--- config.mk ---
export PLATFORM = sky130hd
export DESIGN_NAME = usb_receiver
export DESIGN_NICKNAME = d
export VERILOG_FILES = /design/src/rtl/usb_receiver.sv
export SDC_FILE = /design/constraint.sdc
export NUM_CORES = 1
export LEC_CHECK = 0
export CORE_MARGIN = 2
export CORE_UTILIZATION = 40
export DETAILED_ROUTE_END_ITERATION = 10
export PLACE_DENSITY = 0.65
export SKIP_CTS_REPAIR_TIMING = 1
export SLEW_MARGIN = 20
export SYNTH_ARGS = -nofsm -noshare
export SYNTH_HDL_FRONTEND = slang
export SYNTH_SLANG_ARGS = --single-unit
--- constraint.sdc ---
create_clock -name clk -period 3.75 [get_ports clk]
set_input_delay 0.9375 -clock clk [delete_from_list [all_inputs] [get_ports clk]]
set_output_delay 0.9375 -clock clk [all_outputs]
set_load 0.02 [all_outputs]
--- src/rtl/usb_receiver.sv ---
// High-speed USB line receiver: NRZI decode, optional bit unstuffing, SE0 EOP and line error detection, LSB-first byte assembly.
// Optional feature macro: USB_RX_UNSTUFF_EN enables stuffed-bit removal and stuff_err reporting.
module usb_receiver (
    input  logic       clk,
    input  logic       rst,
    input  logic       d_plus,
    input  logic       d_minus,
    input  logic       in_data_valid,
    output logic       serial_out,
    output logic       out_data_valid,
    output logic [7:0] data_byte,
    output logic       byte_valid,
    output logic       eop,
    output logic       stuff_err,
    output logic       line_err
);

    typedef enum logic [1:0] {IDLE, RX, SE0_WAIT, ERR} state_t;

    // Line level is tracked as the D+ value of a J/K sample, so J = 1
    localparam logic LVL_J = 1'b1;

    state_t     state;
    logic       prev;
    logic [2:0] bit_cnt;

    logic line_jk;
    logic line_se0;
    logic dec_bit;
    logic stuff_drop;
    logic stuff_viol;

    assign line_jk  = d_plus ^ d_minus;
    assign line_se0 = ~d_plus & ~d_minus;
    assign dec_bit  = ~(d_plus ^ prev);

`ifdef USB_RX_UNSTUFF_EN
    logic [2:0] ones_cnt;

    assign stuff_drop = (ones_cnt == 3'd6) && !dec_bit;
    assign stuff_viol = (ones_cnt == 3'd6) && dec_bit;

    // Run length of decoded ones; anything other than a J/K sample in IDLE/RX ends the run
    always_ff @(posedge clk) begin
        if (!rst || !in_data_valid) begin
            ones_cnt <= 3'd0;
        end else if ((state == IDLE || state == RX) && line_jk && !stuff_viol) begin
            ones_cnt <= dec_bit ? ones_cnt + 3'd1 : 3'd0;
        end else begin
            ones_cnt <= 3'd0;
        end
    end
`else
    assign stuff_drop = 1'b0;
    assign stuff_viol = 1'b0;
`endif

    // Receive FSM with registered outputs
    always_ff @(posedge clk) begin
        if (!rst) begin
            state          <= IDLE;
            prev           <= LVL_J;
            bit_cnt        <= 3'd0;
            serial_out     <= 1'b0;
            out_data_valid <= 1'b0;
            data_byte      <= 8'h00;
            byte_valid     <= 1'b0;
            eop            <= 1'b0;
            stuff_err      <= 1'b0;
            line_err       <= 1'b0;
        end else begin
            out_data_valid <= 1'b0;
            byte_valid     <= 1'b0;
            eop            <= 1'b0;
            stuff_err      <= 1'b0;
            line_err       <= 1'b0;

            if (!in_data_valid) begin
                state   <= IDLE;
                prev    <= LVL_J;
                bit_cnt <= 3'd0;
            end else begin
                case (state)
                    IDLE, RX: begin
                        if (line_jk) begin
                            prev  <= d_plus;
                            state <= RX;
                            if (stuff_viol) begin
                                stuff_err <= 1'b1;
                                state     <= ERR;
                                bit_cnt   <= 3'd0;
                            end else if (!stuff_drop) begin
                                serial_out         <= dec_bit;
                                out_data_valid     <= 1'b1;
                                data_byte[bit_cnt] <= dec_bit;
                                byte_valid         <= (bit_cnt == 3'd7);
                                bit_cnt            <= bit_cnt + 3'd1;
                            end
                        end else if (line_se0) begin
                            state <= SE0_WAIT;
                        end else begin
                            line_err <= 1'b1;
                            state    <= ERR;
                            bit_cnt  <= 3'd0;
                        end
                    end
                    SE0_WAIT: begin
                        bit_cnt <= 3'd0;
                        if (line_se0) begin
                            eop   <= 1'b1;
                            prev  <= LVL_J;
                            state <= IDLE;
                        end else begin
                            line_err <= 1'b1;
                            state    <= ERR;
                        end
                    end
                    ERR: begin
                        bit_cnt <= 3'd0;
                    end
                    default: begin
                        state <= IDLE;
                    end
                endcase
            end
        end
    end

endmodule

## Word-level counts from Yosys, hierarchy flattened

Cells that the tools add are included.

| storage, ports and cells | value |
|---|---|
| register bits after elaboration | 19 |
| latch bits | 0 |
| bits in writable memories | 0 |
| memory bits (read-only) | 0 |
| input bits | 5 |
| output and inout bits | 14 |
| word-level logic and storage cells | 54 |
| memories | 0 |

| cells by class | value |
|---|---|
| add/sub/neg operators | 1 |
| $mul | 0 |
| divide/modulo/power cells | 0 |
| order comparisons | 2 |
| equality and inequality tests | 7 |
| shifts and indexed selects | 0 |
| multiplexer cells | 18 |
| bitwise operators | 6 |
| reductions and logical operators | 11 |

Operators with widths:

| kind | count |
|---|---|
| $reduce_and 3->1 | 4 |
| $bwmux 8 | 1 |
| $mux 1 | 8 |
| $mux 3 | 2 |
| $pmux 3 s2 | 1 |
| $eq 2x2->1 const B | 2 |
| $lt 3x4->1 const B | 1 |
| $mux 2 | 2 |
| $ne 2x2->1 const B | 2 |
| $pmux 1 s2 | 2 |
| $pmux 2 s2 | 1 |
| $reduce_and 4->1 | 1 |
| $reduce_or 2->1 | 2 |
| $add 3x1->3 const B | 1 |
| $demux 1 s3 | 1 |
| $eq 3x3->1 const B | 1 |
| $ge 3x1->1 const B | 1 |
| $ne 3x3->1 const B | 1 |
| $not 1->1 | 3 |
| $eq 2x1->1 const B | 1 |
| $logic_not 2->1 | 1 |
| $reduce_and 2->1 | 1 |
| $reduce_bool 2->1 | 1 |
| $xor 1x1->1 | 2 |
| 2 further kinds | 2 |

## Longest topological paths before layout

| logic depth | value |
|---|---|
| depth in word-level cells | 5 |
| depth in mapped cells | 6 |
| depth with buffers taken out | 5 |

## Worst setup path after synthesis

No wires, ideal clock.

| timing path | value |
|---|---|
| path type | input port to flip-flop |
| start point | input port d_plus |
| end point | register data_byte[2] |
| setup time | 0.131 ns |
| data arrival time | 1.913 ns |
| data required time | 3.619 ns |
| setup slack | 1.706 ns |
| stages | 6 |
| buffers on the path | 1 |
| path through | inv_1 ha_1 nand2b_4 buf_6 o311ai_1 o41ai_1 |

| between the ends | value |
|---|---|
| elaborated cells on any way between the ends | 5 |
| classes of those cells | 1 x mux; 3 x bitwise; 1 x reduce/logical |

RTL lines:

| element | line | RTL |
|---|---|---|
| start: declaration | 6 | `input logic d_plus,` |
| $xor 1x1->1 | 33 | `assign line_jk = d_plus ^ d_minus;` |
| via line_jk | 27 | `logic line_jk;` |
| $reduce_and 3->1 (no line) | -- |  |
| end signal: indexed assignment | 95 | `data_byte[bit_cnt] <= dec_bit;` |
| end: declaration | 11 | `output logic [7:0] data_byte,` |

The timed path passes the listed nets, and every way through them passes these cells.
A chain may end at the register's enable or synchronous reset.

## Worst setup path in the final report

| timing path | value |
|---|---|
| start point | input port d_plus |
| end point | register data_byte[5] |

The elaborated chain is that of the path after synthesis.

==> reports/results.ini <==
[sta]
fin_tns_setup_ns=0
finalCritPeriodShare_pct=64.70
fmax_mhz=412.2
rsz0062_at_grt=false
hold_violations=0
period_minus_slack_ns=2.426
max_slew_margin_pct=63.98
fin_skew_ns=0.003556
finalSetupViolations=0
setup_ws_ns=1.324
slew_viol_final=0
worst_pin_slew_ns=0.5395

[cells_and_area]
nets=114
syn_to_final_growth_pct=21.27
final_common_cell=dfxtp_1
final_cell_mix=19 x dfxtp_1, 17 x clkdlybuf4s50_1, 9 x nand2_1, 5 x ha_1
drive_gt1_share_pct=10.68
antenna_cells=0

[synthesis]
synth_cell_types=33
ys_seq_area_share_pct=41.99
async_reset_ff_share_pct=0
synth-compound-area-share_pct=16.57
synth_edf_count=0
syn_area_um2=905.9
postSynthAreaPerCell_um2=10.41
synthXorXnorAreaFrac_pct=0.9669
synth-seq-cells=19
ys.flop_type=dfxtp_1
ys_warn_count=0
synth_top_family_by_area=simple AND/OR/NAND/NOR gates
synth-simple-area-share_pct=23.07
syn_inst=87
muxShareOfSynthArea_pct=4.420
syn_nets=97
synth_fa_ha_area_share_pct=6.906

[global_route]
antenna_found_initial=0
groute.usage.overall_pct=13.45
grt_remaining_overflow=0
grt_pass1_vias=594
grt_max_degree=12
grt_pass1_wl_um=2622

[setup_path]
crit_fanout=6
cp-start-kind=input port
crit_slowest_cell=clkdlybuf4s50_1
critPathMaxStageDelay_ns=0.54
critPathCaptureType=flop
arrival_ns=2.60
critPathKind=in2reg
crit_chain=clkdlybuf4s50_1 > inv_1 > ha_1 > nand3b_4 > o311ai_2 > o41ai_2
crit_required_ns=3.92

[routing]
vias=687
via_per_inst=5.244
drc_errors=0
routed_wl_um=1675
drt_iter0_drc=13
ant_nets=0
wl_per_cell_um=12.79
drtPass1Iterations=4

[place]
dp_slack_ns=1.033
dpl.hpwl_um=1182
globalplace.congestion=0.7914
io_buffers=17

[clock_tree]
clk_path_buf_depth=2
clkSinkCount=19
htree_levels=1
clk-insertion-delay-late_ns=0.29
root_buffer=clkbuf_4
cts_tree=done
numCtsBuffers=3
path_clk_slew_ns=0.11

[pwr]
ir_drop_mv=0.1846
power_density_mw_per_mm2=330.1
leakage_nw=0.4231

[outcome]
status=finished clean

[die]
fp.dieW_um=51.59
core_mm2=0.002170
die-area_mm2=0.002662
io-pin-count=19
row_count=17
initial_core_util_pct=41.75
die_h_um=51.59

[worst_hold_path]
hp-class=reg2reg

[job]
drv_cap=0

-- path summary, 6_finish.rpt --
path                                to  cells after the start                       from  slack, ns
max          data_byte[5]$_SDFFE_PN0P_                      6                     d_plus       1.32
min          data_byte[4]$_SDFFE_PN0P_                      2  data_byte[4]$_SDFFE_PN0P_       0.47
max reg2reg    bit_cnt[2]$_SDFFE_PN0P_                      4    bit_cnt[0]$_SDFFE_PN0P_       2.32
min reg2reg  data_byte[4]$_SDFFE_PN0P_                      2  data_byte[4]$_SDFFE_PN0P_       0.47
-- routing by layer --
metal  global-route usage [%]  part of all wire, %  vias to the layer above  wire [µm]
met4                    6.579                 0.66                        0         11
li1                         -                    -                      345          -
met1                    17.06                   48                      328        811
met5                        0                    0                        -          0
met3                    3.736                  4.1                        2         68
met2                    20.94                   47                       12        784
-- area by class of cell --
class,instances,area [µm²]
Clock buffer,3,22.52
Clock inverter,1,5.005
Fill cell,224,1071
Inverter,3,11.26
Multi-Input combinational cell,60,474.2
Sequential cell,19,380.4
Tap cell,28,35.03
Timing Repair Buffer,17,170.2
-- cell families after synthesis --
group / after synthesis
muxes: 4
other: 1
DFF: 19
AOI/OAI and AO/OA: 17
adders and majority gates: 5
and+or+nand+nor: 32
buffers and inverters: 8
xor gates and xnor gates: 1
-- Yosys cell counts (2+ instances only) --
| library cell | number | area [µm²] |
|---|---|---|
| buf_2 | 2 | 10.01 |
| a211oi_1 | 2 | 15.01 |
| dfxtp_1 | 19 | 380.4 |
| ha_1 | 5 | 62.56 |
| nand3_1 | 3 | 15.01 |
| o41ai_1 | 2 | 17.52 |
| o311ai_2 | 2 | 32.53 |
| nor3b_1 | 2 | 15.01 |
| mux2i_1 | 4 | 40.04 |
| buf_6 | 2 | 22.52 |
| o31ai_1 | 2 | 15.01 |
| a21oi_1 | 2 | 10.01 |
| nor2_1 | 4 | 15.01 |
| nor3_1 | 3 | 15.01 |
| o211ai_1 | 2 | 15.01 |
| nand2_1 | 9 | 33.78 |
| nand3b_1 | 4 | 30.03 |
| inv_1 | 3 | 11.26 |
-- worst max-delay path: cells and delay by family --
kind	cells	cell delay, ns
compound gates	2	0.42
fa+ha+maj	1	0.46
buf+inv	2	0.63
simple gates	1	0.16
-- per-stage QoR --
step	std cells	cell area, µm²	utilization, %	total power, mW	hold WS (ns)
floorplan	87	905.9	-	0.2536	0.4454
global placement	127	1071	49.37	0.2653	0.4469
detailed placement	127	1071	49.37	0.2658	0.4573
CTS	131	1099	50.63	0.3683	0.4726
global route	131	1099	50.63	0.3810	0.4947
finish	131	1099	50.63	0.3626	0.4706
-- state kept, by name, indices dropped and copies added, names as in the netlist --
name / count
bit_cnt: 3
byte_valid: 1
data_byte: 8
eop: 1
line_err: 1
out_data_valid: 1
prev: 1
serial_out: 1
state: 2
-- power by group --
group | internal, mW | switching [mW] | leakage [nW]
registers | 0.207 | 0.00573 | 0.154
logic | 0.0206 | 0.0286 | 0.251
clock network | 0.0396 | 0.0614 | 0.0177
total | 0.267 | 0.0958 | 0.423
Power figures use the tool's default switching activity.
